### src/rtl/framebuffer_arbiter_pkg.sv
// Shared types and helpers for the framebuffer arbiter and its scheduler.
//   fb_state_e  : scheduler state encoding
//   OVERRUN_W   : width of the saturating overrun counter
//   addr_width  : address width needed for a cols x rows framebuffer
package fb_arbiter_pkg;

    typedef enum logic [1:0] {
        IDLE  = 2'd0,
        CLEAR = 2'd1,
        STEP  = 2'd2,
        RUN   = 2'd3
    } fb_state_e;

    localparam int OVERRUN_W = 8;

    function automatic int addr_width(input int cols, input int rows);
        return (cols * rows <= 1) ? 1 : $clog2(cols * rows);
    endfunction

endpackage

### src/rtl/framebuffer_arbiter_if.sv
// Engine-side access bus of the framebuffer arbiter.
//   master : sand engine (drives req/we/addr/wdata, sees gnt/rvalid/rdata)
//   slave  : arbiter
// The engine holds req and its payload until it sees gnt high.
interface framebuffer_arbiter_if #(
    parameter int ADDR_W = 19,
    parameter int DATA_W = 8
);
    logic              req;
    logic              we;
    logic [ADDR_W-1:0] addr;
    logic [DATA_W-1:0] wdata;
    logic              gnt;
    logic              rvalid;
    logic [DATA_W-1:0] rdata;

    modport master (output req, we, addr, wdata, input gnt, rvalid, rdata);
    modport slave  (input req, we, addr, wdata, output gnt, rvalid, rdata);
endinterface

### src/rtl/framebuffer_arbiter_scheduler.sv
// Generation scheduler: state machine, clear address counter, pending-clear
// flag and saturating overrun counter.
//   clk_i, reset_i    : clock, async active-low reset
//   video_en_i        : display owns the RAM this cycle (clear write stalls)
//   frame_done_i      : last visible pixel is being displayed
//   enable_i          : allow new steps
//   clear_i, done_i   : clear request, engine generation finished
//   state_o, clr_addr_o, step_o, clear_busy_o, overrun_cnt_o
//
// state | meaning
// CLEAR | zero-fill RAM, one word per non-display cycle
// IDLE  | wait for pending clear or end of frame
// STEP  | one-cycle step pulse to the engine
// RUN   | engine owns the non-display cycles until done_i
module framebuffer_scheduler
    import fb_arbiter_pkg::*;
#(
    parameter int DEPTH  = 307200,
    parameter int ADDR_W = 19
) (
    input  logic                 clk_i,
    input  logic                 reset_i,
    input  logic                 video_en_i,
    input  logic                 frame_done_i,
    input  logic                 enable_i,
    input  logic                 clear_i,
    input  logic                 done_i,
    output fb_state_e            state_o,
    output logic [ADDR_W-1:0]    clr_addr_o,
    output logic                 step_o,
    output logic                 clear_busy_o,
    output logic [OVERRUN_W-1:0] overrun_cnt_o
);

    localparam logic [ADDR_W-1:0] LAST_ADDR = ADDR_W'(DEPTH - 1);

    fb_state_e            r_state;
    logic [ADDR_W-1:0]    r_clr_addr;
    logic                 r_clear_pending;
    logic [OVERRUN_W-1:0] r_overrun;
    logic                 r_step;
    logic                 r_clear_busy;

    always_ff @(posedge clk_i or negedge reset_i) begin
        if (!reset_i) begin
            r_state         <= CLEAR;
            r_clr_addr      <= '0;
            r_clear_pending <= 1'b0;
            r_overrun       <= '0;
            r_step          <= 1'b0;
            r_clear_busy    <= 1'b1;
        end else begin
            r_step <= 1'b0;
            // A request during a clear is absorbed by that clear.
            if (clear_i && r_state != CLEAR) begin
                r_clear_pending <= 1'b1;
            end
            case (r_state)
                CLEAR: begin
                    if (!video_en_i) begin
                        if (r_clr_addr == LAST_ADDR) begin
                            r_clr_addr   <= '0;
                            r_state      <= IDLE;
                            r_clear_busy <= 1'b0;
                        end else begin
                            r_clr_addr <= r_clr_addr + 1'b1;
                        end
                    end
                end
                IDLE: begin
                    if (r_clear_pending) begin
                        r_clear_pending <= 1'b0;
                        r_state         <= CLEAR;
                        r_clear_busy    <= 1'b1;
                    end else if (frame_done_i && enable_i) begin
                        r_state <= STEP;
                        r_step  <= 1'b1;
                    end
                end
                STEP: begin
                    r_state <= RUN;
                end
                RUN: begin
                    // done_i wins over a coincident frame end: no overrun.
                    if (done_i) begin
                        r_state <= IDLE;
                    end else if (frame_done_i && r_overrun != '1) begin
                        r_overrun <= r_overrun + 1'b1;
                    end
                end
                default: r_state <= IDLE;
            endcase
        end
    end

    assign state_o       = r_state;
    assign clr_addr_o    = r_clr_addr;
    assign step_o        = r_step;
    assign clear_busy_o  = r_clear_busy;
    assign overrun_cnt_o = r_overrun;

endmodule

### src/rtl/framebuffer_arbiter.sv
// Framebuffer arbiter: shares a single-port, 1-cycle-read RAM between the
// display path, the internal clear engine and the sand engine, and schedules
// one simulation step per displayed frame.
//   clk_i, reset_i            : clock, async active-low reset
//   video_en_i, pixel_i       : display request from the sync generator
//   enable_i, clear_i, done_i : scheduling controls
//   eng                       : engine access bus (slave side)
//   step_o, clear_busy_o, overrun_cnt_o : scheduler status
//   pixel_data_o, pixel_valid_o         : display pixel, 2 cycles after pixel_i
//   ram_*                     : framebuffer RAM port
// Priority each cycle: display > clear > engine.
module framebuffer_arbiter
    import fb_arbiter_pkg::*;
#(
    parameter  int ACTIVE_COLUMNS = 640,
    parameter  int ACTIVE_ROWS    = 480,
    parameter  int DATA_W         = 8,
    localparam int DEPTH          = ACTIVE_COLUMNS * ACTIVE_ROWS,
    localparam int ADDR_W         = addr_width(ACTIVE_COLUMNS, ACTIVE_ROWS)
) (
    input  logic                   clk_i,
    input  logic                   reset_i,
    input  logic                   video_en_i,
    input  logic [ADDR_W-1:0]      pixel_i,
    input  logic                   enable_i,
    input  logic                   clear_i,
    input  logic                   done_i,
    framebuffer_arbiter_if.slave   eng,
    output logic                   step_o,
    output logic                   clear_busy_o,
    output logic [OVERRUN_W-1:0]   overrun_cnt_o,
    output logic [DATA_W-1:0]      pixel_data_o,
    output logic                   pixel_valid_o,
    output logic [ADDR_W-1:0]      ram_addr_o,
    output logic                   ram_we_o,
    output logic [DATA_W-1:0]      ram_wdata_o,
    input  logic [DATA_W-1:0]      ram_rdata_i
);

    localparam logic [ADDR_W-1:0] LAST_PIXEL = ADDR_W'(DEPTH - 1);

    fb_state_e         w_state;
    logic [ADDR_W-1:0] w_clr_addr;
    logic              w_frame_done;
    logic              w_gnt;

    logic              r_rvalid;
    logic [DATA_W-1:0] r_pixel_data;
    logic              r_video_en_d1;
    logic              r_video_en_d2;

    assign w_frame_done = video_en_i && (pixel_i == LAST_PIXEL);
    assign w_gnt        = !video_en_i && (w_state == RUN) && eng.req;

    framebuffer_scheduler #(
        .DEPTH  (DEPTH),
        .ADDR_W (ADDR_W)
    ) u_scheduler (
        .clk_i         (clk_i),
        .reset_i       (reset_i),
        .video_en_i    (video_en_i),
        .frame_done_i  (w_frame_done),
        .enable_i      (enable_i),
        .clear_i       (clear_i),
        .done_i        (done_i),
        .state_o       (w_state),
        .clr_addr_o    (w_clr_addr),
        .step_o        (step_o),
        .clear_busy_o  (clear_busy_o),
        .overrun_cnt_o (overrun_cnt_o)
    );

    always_comb begin
        ram_addr_o  = eng.addr;
        ram_we_o    = 1'b0;
        ram_wdata_o = eng.wdata;
        if (video_en_i) begin
            ram_addr_o = pixel_i;
        end else if (w_state == CLEAR) begin
            ram_addr_o  = w_clr_addr;
            ram_we_o    = 1'b1;
            ram_wdata_o = '0;
        end else if (w_gnt) begin
            ram_we_o = eng.we;
        end
    end

    always_ff @(posedge clk_i or negedge reset_i) begin
        if (!reset_i) begin
            r_rvalid      <= 1'b0;
            r_pixel_data  <= '0;
            r_video_en_d1 <= 1'b0;
            r_video_en_d2 <= 1'b0;
        end else begin
            r_rvalid      <= w_gnt && !eng.we;
            r_pixel_data  <= ram_rdata_i;
            r_video_en_d1 <= video_en_i;
            r_video_en_d2 <= r_video_en_d1;
        end
    end

    // Engine read data comes straight from the RAM in the cycle after the
    // grant; it is masked so the bus stays quiet when nothing was read.
    assign eng.gnt       = w_gnt;
    assign eng.rvalid    = r_rvalid;
    assign eng.rdata     = r_rvalid ? ram_rdata_i : '0;
    assign pixel_data_o  = r_pixel_data;
    assign pixel_valid_o = r_video_en_d2;

endmodule
### src/flat_wrapper.sv
// flat-port wrapper written by rule: the top's interface ports become plain ports
module framebuffer_arbiter_flat import fb_arbiter_pkg::*;
#(
    parameter  int ACTIVE_COLUMNS = 640,
    parameter  int ACTIVE_ROWS    = 480,
    parameter  int DATA_W         = 8,
    localparam int DEPTH          = ACTIVE_COLUMNS * ACTIVE_ROWS,
    localparam int ADDR_W         = addr_width(ACTIVE_COLUMNS, ACTIVE_ROWS)
)
  (clk_i, reset_i, video_en_i, pixel_i, enable_i, clear_i, done_i, step_o, clear_busy_o, overrun_cnt_o, pixel_data_o, pixel_valid_o, ram_addr_o, ram_we_o, ram_wdata_o, ram_rdata_i, eng_req, eng_we, eng_addr, eng_wdata, eng_gnt, eng_rvalid, eng_rdata);
  framebuffer_arbiter_if #(.DATA_W(DATA_W)) eng_i ();
  input  logic clk_i;
  input  logic reset_i;
  input  logic video_en_i;
  input  logic [ADDR_W-1:0] pixel_i;
  input  logic enable_i;
  input  logic clear_i;
  input  logic done_i;
  output logic step_o;
  output logic clear_busy_o;
  output logic [OVERRUN_W-1:0] overrun_cnt_o;
  output logic [DATA_W-1:0] pixel_data_o;
  output logic pixel_valid_o;
  output logic [ADDR_W-1:0] ram_addr_o;
  output logic ram_we_o;
  output logic [DATA_W-1:0] ram_wdata_o;
  input  logic [DATA_W-1:0] ram_rdata_i;
  input wire logic [$bits(eng_i.req)-1:0] eng_req;
  input wire logic [$bits(eng_i.we)-1:0] eng_we;
  input wire logic [$bits(eng_i.addr)-1:0] eng_addr;
  input wire logic [$bits(eng_i.wdata)-1:0] eng_wdata;
  output wire logic [$bits(eng_i.gnt)-1:0] eng_gnt;
  output wire logic [$bits(eng_i.rvalid)-1:0] eng_rvalid;
  output wire logic [$bits(eng_i.rdata)-1:0] eng_rdata;
  assign eng_i.req = eng_req;
  assign eng_i.we = eng_we;
  assign eng_i.addr = eng_addr;
  assign eng_i.wdata = eng_wdata;
  assign eng_gnt = eng_i.gnt;
  assign eng_rvalid = eng_i.rvalid;
  assign eng_rdata = eng_i.rdata;
  framebuffer_arbiter #(.ACTIVE_COLUMNS(ACTIVE_COLUMNS), .ACTIVE_ROWS(ACTIVE_ROWS), .DATA_W(DATA_W)) u_core (.clk_i(clk_i), .reset_i(reset_i), .video_en_i(video_en_i), .pixel_i(pixel_i), .enable_i(enable_i), .clear_i(clear_i), .done_i(done_i), .eng(eng_i), .step_o(step_o), .clear_busy_o(clear_busy_o), .overrun_cnt_o(overrun_cnt_o), .pixel_data_o(pixel_data_o), .pixel_valid_o(pixel_valid_o), .ram_addr_o(ram_addr_o), .ram_we_o(ram_we_o), .ram_wdata_o(ram_wdata_o), .ram_rdata_i(ram_rdata_i));
endmodule
### config.mk
export PLATFORM = sky130hd
export DESIGN_NAME = framebuffer_arbiter_flat
export DESIGN_NICKNAME = d
export VERILOG_FILES = /design/src/rtl/framebuffer_arbiter_pkg.sv /design/src/rtl/framebuffer_arbiter_if.sv /design/src/rtl/framebuffer_arbiter_scheduler.sv /design/src/rtl/framebuffer_arbiter.sv /design/src/flat_wrapper.sv
export SDC_FILE = /design/constraint.sdc
export NUM_CORES = 1
export LEC_CHECK = 0
export CORE_ASPECT_RATIO = 1.2
export CORE_MARGIN = 1.5
export CORE_UTILIZATION = 45
export DETAILED_ROUTE_END_ITERATION = 7
export GPL_ROUTABILITY_DRIVEN = 0
export PLACE_DENSITY = 0.87
export SLEW_MARGIN = 10
export SYNTH_ARGS = -nofsm -noshare
export SYNTH_HDL_FRONTEND = slang
export SYNTH_SLANG_ARGS = --single-unit
### constraint.sdc
create_clock -name clk_i -period 6.25 [get_ports clk_i]
set_input_delay 1.25 -clock clk_i [delete_from_list [all_inputs] [get_ports clk_i]]
set_output_delay 1.25 -clock clk_i [all_outputs]
set_load 0.01 [all_outputs]
## Word-level counts from Yosys, hierarchy flattened

Index checks and enable logic that the tools add are counted.

| word-level totals | value |
|---|---|
| input port bits | 62 |
| output and inout bits | 57 |
| register bits after elaboration | 43 |

| cells by class | value |
|---|---|
| equality and inequality tests | 12 |
| muxes and demuxes | 25 |
| reductions and logical operators | 15 |
| add/subtract/negate cells | 2 |
| bitwise operators | 2 |

Operators by type and width:

| operator | count |
|---|---|
| 19-bit two-way mux | 3 |
| 19-bit equality test (second input constant) | 2 |
| 8-bit two-way mux | 3 |
| 19-bit by 1-bit adder with 19-bit output (second input constant) | 1 |
| 1-bit two-way mux | 12 |
| 2-bit two-way mux | 5 |
| 8-bit by 1-bit adder with 8-bit output (second input constant) | 1 |
| 2-bit != test (second input constant) | 4 |
| 8-bit != test (second input constant) | 1 |
| 2-bit case mux with 4 select lines | 1 |
| 4-bit AND reduction | 2 |
| 1-bit logical AND | 7 |
| 2-bit equality test (second input constant) | 2 |
| 3-bit != test (second input constant) | 1 |
| 3-bit AND reduction | 1 |
| 2-bit by 1-bit equality test with 1-bit output (second input constant) | 1 |
| 1-bit logical NOT | 2 |
| 2-bit logical NOT | 1 |
| 2-bit by 1-bit != test with 1-bit output (second input constant) | 1 |
| 1-bit NOT | 2 |
| 1-bit case mux with 2 select lines | 1 |
| 2-bit AND reduction | 1 |
| 2-bit nonzero test | 1 |

## Longest topological paths before layout

| depth | value |
|---|---|
| depth after elaboration | 6 |
| gate-level depth with buffers | 6 |
| depth with buffers taken out | 5 |

## By module

From an unflattened synthesis, not the netlist that was laid out.

| second synthesis, totals | value |
|---|---|
| cells, all modules | 250 |
| area, all modules | 2409.8 µm² |

Modules (own cells, without submodules):

| module | cells each | area an instance (µm²) | times used | seq. area each (µm²) |
|---|---|---|---|---|
| framebuffer_scheduler | 148 | 1547.7 | 1 | 803.3 |
| framebuffer_arbiter | 102 | 862.1 | 1 | 275.3 |

## Worst setup path before layout

No wires, ideal clock.

| path | value |
|---|---|
| path type | input-to-output |
| start | in video_en_i |
| end | out ram_addr_o[10] |
| buffers on the path | 3 |
| path slack | 2825 ps |
| arrival time | 2175 ps |
| data required time | 5000 ps |
| cell stages on the path | 5 |
| cell sequence | clkbuf_1 > clkbuf_1 > clkbuf_1 > nand2_1 > o21ai_0 |

| between the ends | value |
|---|---|
| longest elaborated chain between the ends | 1 |

RTL lines:

| element | RTL line | text |
|---|---|---|
| start: declaration | flat_wrapper.sv:14 | `input logic video_en_i;` |
| 19-bit two-way mux | framebuffer_arbiter.sv:77 | `if (video_en_i) begin` |
| end: declaration | flat_wrapper.sv:24 | `output logic [ADDR_W-1:0] ram_addr_o;` |

No other way between the ends.

## Worst setup path in the final report

| path | value |
|---|---|
| start | in video_en_i |
| end | out ram_we_o |

| between the ends | value |
|---|---|
| longest elaborated chain between the ends | 6 |

RTL lines:

| element | RTL line | text |
|---|---|---|
| 1-bit logical NOT | framebuffer_arbiter.sv:53 | `assign w_gnt = !video_en_i && (w_state == RUN) && eng.req;` |
| 1-bit logical AND (2 in series) | framebuffer_arbiter.sv:53 |  |
| 1-bit two-way mux | framebuffer_arbiter.sv:83 | `end else if (w_gnt) begin` |
| 1-bit two-way mux | framebuffer_arbiter.sv:79 | `end else if (w_state == CLEAR) begin` |
| 1-bit two-way mux (*) | framebuffer_arbiter.sv:77 |  |
| end: declaration | flat_wrapper.sv:25 | `output logic ram_we_o;` |

Every way passes the cells marked *; elsewhere a longest branch is shown, timed or not.

==> results.md <==
Layout:
- The relative area change from synthesis to final layout is 51.74%.
- The number of nets in the finished design is between 400 and 500.
- The register area is 1079 um^2.
- Summing all multi-input logic gate instances after layout gives approximately 1400 um^2.
- The commonest non-fill, non-tap cell in the layout is sky130_fd_sc_hd__clkdlybuf4s50_1.
- The fraction of layout cells with a size suffix above 1 is 6.771%.
- The number of diodes is 0.
- Fill cells in the final layout number just over 400.
- In the layout the commonest cells are 117 x sky130_fd_sc_hd__clkdlybuf4s50_1, 41 x sky130_fd_sc_hd__dfrtp_1, 31 x sky130_fd_sc_hd__nand2_1.

Timing:
- The highest clock frequency the design can meet is around 0.24 GHz.
- Headroom to the max-slew limit came out at between 30% and 40%.
- The setup violation total in the final timing report is 0.
- The final count of pins violating max slew is 0.
- In the finished design, the share of the clock period the worst path needs comes to 67.32%.
- The final count of hold timing violations is 0.
- For the final database, setup skew stands at 0.006604 ns.
- Setup repair after global routing left no endpoint under its margin.
- The clock period could shrink to around 4.2 ns.
- At the pin with the least slew margin, the transition time is 0.9612 ns.
- The aggregate negative setup slack is 0 ns.
- After layout, the worst setup slack is about 2 ns.

Power and ir drop:
- The total power is 0.0007702 W.
- The maximum resistive drop on vdd is approximately 0.00011 V.
- For this design the ratio of total power to cell area is 198.6 nW/um^2.
- The leakage power is 1.704 nW.

Clock tree:
- The total CTS buffers is 5.
- After clock tree synthesis, the setup repair step added 0 buffers.
- Clock-pin slew was measured on the worst setup and hold paths at 0.08 ns.
- The number of gates resized after CTS was 0.
- The clock tree synthesis step divided the H-tree into 2 levels.
- The clock tree buffer depth is 2.
- The count of hold-fix buffers inserted at cts is 0.
- The root cell of the clock tree is sky130_fd_sc_hd__clkbuf_8.
- The clock tree from TritonCTS is built.
- The source-to-sink clock delay at the later pin of the worst-skew pair is 0.30 ns.
- The clock drives between 40 and 50 sinks.

Yosys:
- After synthesis, the share of flip-flops with an asynchronous set or reset is 100.0%.
- The mean instance size in the synthesized netlist is 9.432 um^2.
- The number of enable-type register cells in the synthesized netlist is 0.
- The mapped cell area is 2556 um^2.
- The share of the Yosys chip area taken by registers is 42.19%.
- The synthesized netlist net count is ~340.
- Among all flip-flop cells after synthesis, the most frequent one is sky130_fd_sc_hd__dfrtp_1.
- For this run, the number of Yosys warnings is 0.
- The count of different cell masters after synthesis is 51.
- Counting flops and latches in the post-synthesis netlist gives 43.
- In the synthesized netlist, the number of instances is 271.

Setup path:
- The slack of the worst reg-to-reg path is 4.08 ns.
- The critical path data arrival time is 2.96 ns.
- The startpoint kind of the worst setup timing path is a primary input.
- The worst register-to-register path begins at u_core.u_scheduler.state_o[0]$_DFFE_PN1P_.
- Data on the critical path is required at its endpoint by 5.00 ns.
- The path depth of the worst reg2reg path is 4.
- The worst setup path is of the primary input to output port kind.
- Along the worst path, the maximum fanout reaches 44.
- The endpoint identified for the worst register-to-register timing path is u_core.u_scheduler.clr_addr_o[9]$_DFFE_PN0P_.
- The element type at the critical path end is an output port.

Worst hold path:
- Counting instances, the worst hold path has a depth of 0.
- The worst hold path terminates at u_core.pixel_valid_o$_DFF_PN0_.
- The startpoint identified for the worst hold timing path is u_core.r_video_en_d1$_DFF_PN0_.
- The worst hold path belongs to the class flip-flop to flip-flop.

Global routing:
- The number of antenna violations at the first check in global routing was 0.
- The number of global-route vias before repair was around 2.6k.
- The first global-routing pass estimated 12400 um of wire.
- Global routing used about a quarter of the available tracks.
- Summed over all layers, the global routing overflow is 0.
- Entering global routing, the biggest net connects 45 pins.

Place:
- Input and output buffers added on the ports amount to 118.
- Prior to clock tree synthesis, the placed netlist has a worst setup slack of 2.049 ns.
- Summed over all nets, the half-perimeter wirelength after detailed placement is between 6000 and 7000 um.

Die:
- In this run the horizontal extent of the chip is 71.80 um.
- The number of standard-cell rows in the floorplan is 29.
- The vertical die dimension is 85.56 um.
- After floorplanning, the core was sized to cover 5370 um^2.
- The floorplan step defined a die boundary enclosing 6143 um^2.
- For this design the top-level I/O count stands at 119.
- The initial utilization of the core area, before any placement, comes to 47.60%.

Drt:
- The via count normalized by instance count is 5.751.
- Wires add up to roughly 7800 um.
- The number of design rule violations left after detail routing is 14.
- After the first detailed-routing iteration, the DRC count stood at 173.
- The first-pass iteration count of the detailed router is 6.
- The remaining number of nets flagged by the antenna check after routing is 0.
- The total vias in the final route is between 2k and 3k.
- The average wire length per cell after detail routing is 17.46 um.

Status:
- The run finished, with violations left.
- The final reports fail on DRC.

Flow run:
- Across the run, the number of max-cap violations was 0.
-- worst max-delay path by stage --
stage / from / endpoint / slack (ns) / depth (start not counted)
floorplan: video_en_i / ram_addr_o[10] / 2.83 / 5
global placement: video_en_i / ram_we_o / 2.07 / 6
detailed placement: video_en_i / ram_we_o / 2.05 / 6
CTS: video_en_i / ram_we_o / 2.04 / 6
global route: video_en_i / ram_we_o / 1.93 / 6
finish: video_en_i / ram_we_o / 2.04 / 6
-- critical path, cell delays in order --
cell and delay [ns]:
sky130_fd_sc_hd__clkdlybuf4s50_1 0.48, sky130_fd_sc_hd__buf_4 0.35, sky130_fd_sc_hd__and4b_1 0.26, sky130_fd_sc_hd__nand2_1 0.07, sky130_fd_sc_hd__nand2_1 0.05, sky130_fd_sc_hd__clkdlybuf4s50_1 0.50
-- report_power, final --
group          internal [W]  switching, W
Combinational      0.000117     0.0000889
Clock              0.000129     0.0000986
Sequential         0.000301     0.0000354
Total              0.000547      0.000223
-- cell families after synthesis --
kind of cell	share of synthesized area (%)
xor+xnor	6.167
mux	9.398
simple gates	28.63
buf+inv	3.181
fa+ha+maj	0.9788
compound gates	9.447
flops	42.19
-- synthesized netlist by cell type, types with 4 or more instances --
cell	n	share of area, %
sky130_fd_sc_hd__dfrtp_1	41	40
sky130_fd_sc_hd__nand2_1	31	4.6
sky130_fd_sc_hd__o21ai_0	21	4.1
sky130_fd_sc_hd__mux2i_1	18	7.0
sky130_fd_sc_hd__and2_1	16	3.9
sky130_fd_sc_hd__nand4_1	15	3.7
sky130_fd_sc_hd__xnor2_1	10	3.4
sky130_fd_sc_hd__nand3_1	9	1.8
sky130_fd_sc_hd__nor2_1	9	1.3
sky130_fd_sc_hd__clkbuf_1	8	1.2
sky130_fd_sc_hd__xor2_1	8	2.7
sky130_fd_sc_hd__a21oi_1	7	1.4
sky130_fd_sc_hd__and3_1	7	1.7
sky130_fd_sc_hd__nor3_1	7	1.4
sky130_fd_sc_hd__buf_2	4	0.78
sky130_fd_sc_hd__inv_1	4	0.59
sky130_fd_sc_hd__mux2_2	4	1.8
-- cell type report --
| class | instances | share of cell area [%] |
|---|---|---|
| multi-input combinational | 209 | 36.06 |
| sequential | 43 | 27.81 |
| clock inverter | 2 | 0.9032 |
| timing repair buffer | 120 | 30.71 |
| clock buffer | 6 | 2.129 |
| inverter | 4 | 0.3871 |
| tap | 62 | 2.000 |
-- state kept, by name, indices dropped and copies added (netlist names) --
register / count
u_core.u_scheduler.r_clear_pending: 1
u_core.u_scheduler.step_o: 1
u_core.r_video_en_d1: 1
u_core.pixel_data_o: 8
u_core.pixel_valid_o: 1
u_core.u_scheduler.state_o: 2
u_core.u_scheduler.overrun_cnt_o: 8
u_core.eng.rvalid: 1
u_core.u_scheduler.clear_busy_o: 1
u_core.u_scheduler.clr_addr_o: 19
-- per-layer routing --
layer / routed length (um) / part of all wire (%) / global-route usage (%)
met1: 3055 / 39 / 31.27
met2: 3905 / 50 / 45.20
met3: 640 / 8.2 / 5.288
met4: 184 / 2.4 / 9.605
met5: 0 / 0 / 0
-- per-stage QoR --
step | cells | area (um^2) | util, % | hold slack (ns)
finish | 446 | 3879 | 72.23 | 0.3680
global route | 446 | 3879 | 72.23 | 0.3781
CTS | 446 | 3879 | 72.23 | 0.3629
detailed placement | 438 | 3761 | 70.04 | 0.3440
global placement | 438 | 3761 | 70.04 | 0.3321
floorplan | 271 | 2556 | - | 0.3312
Note: power is estimated with default switching activity, not from simulation.
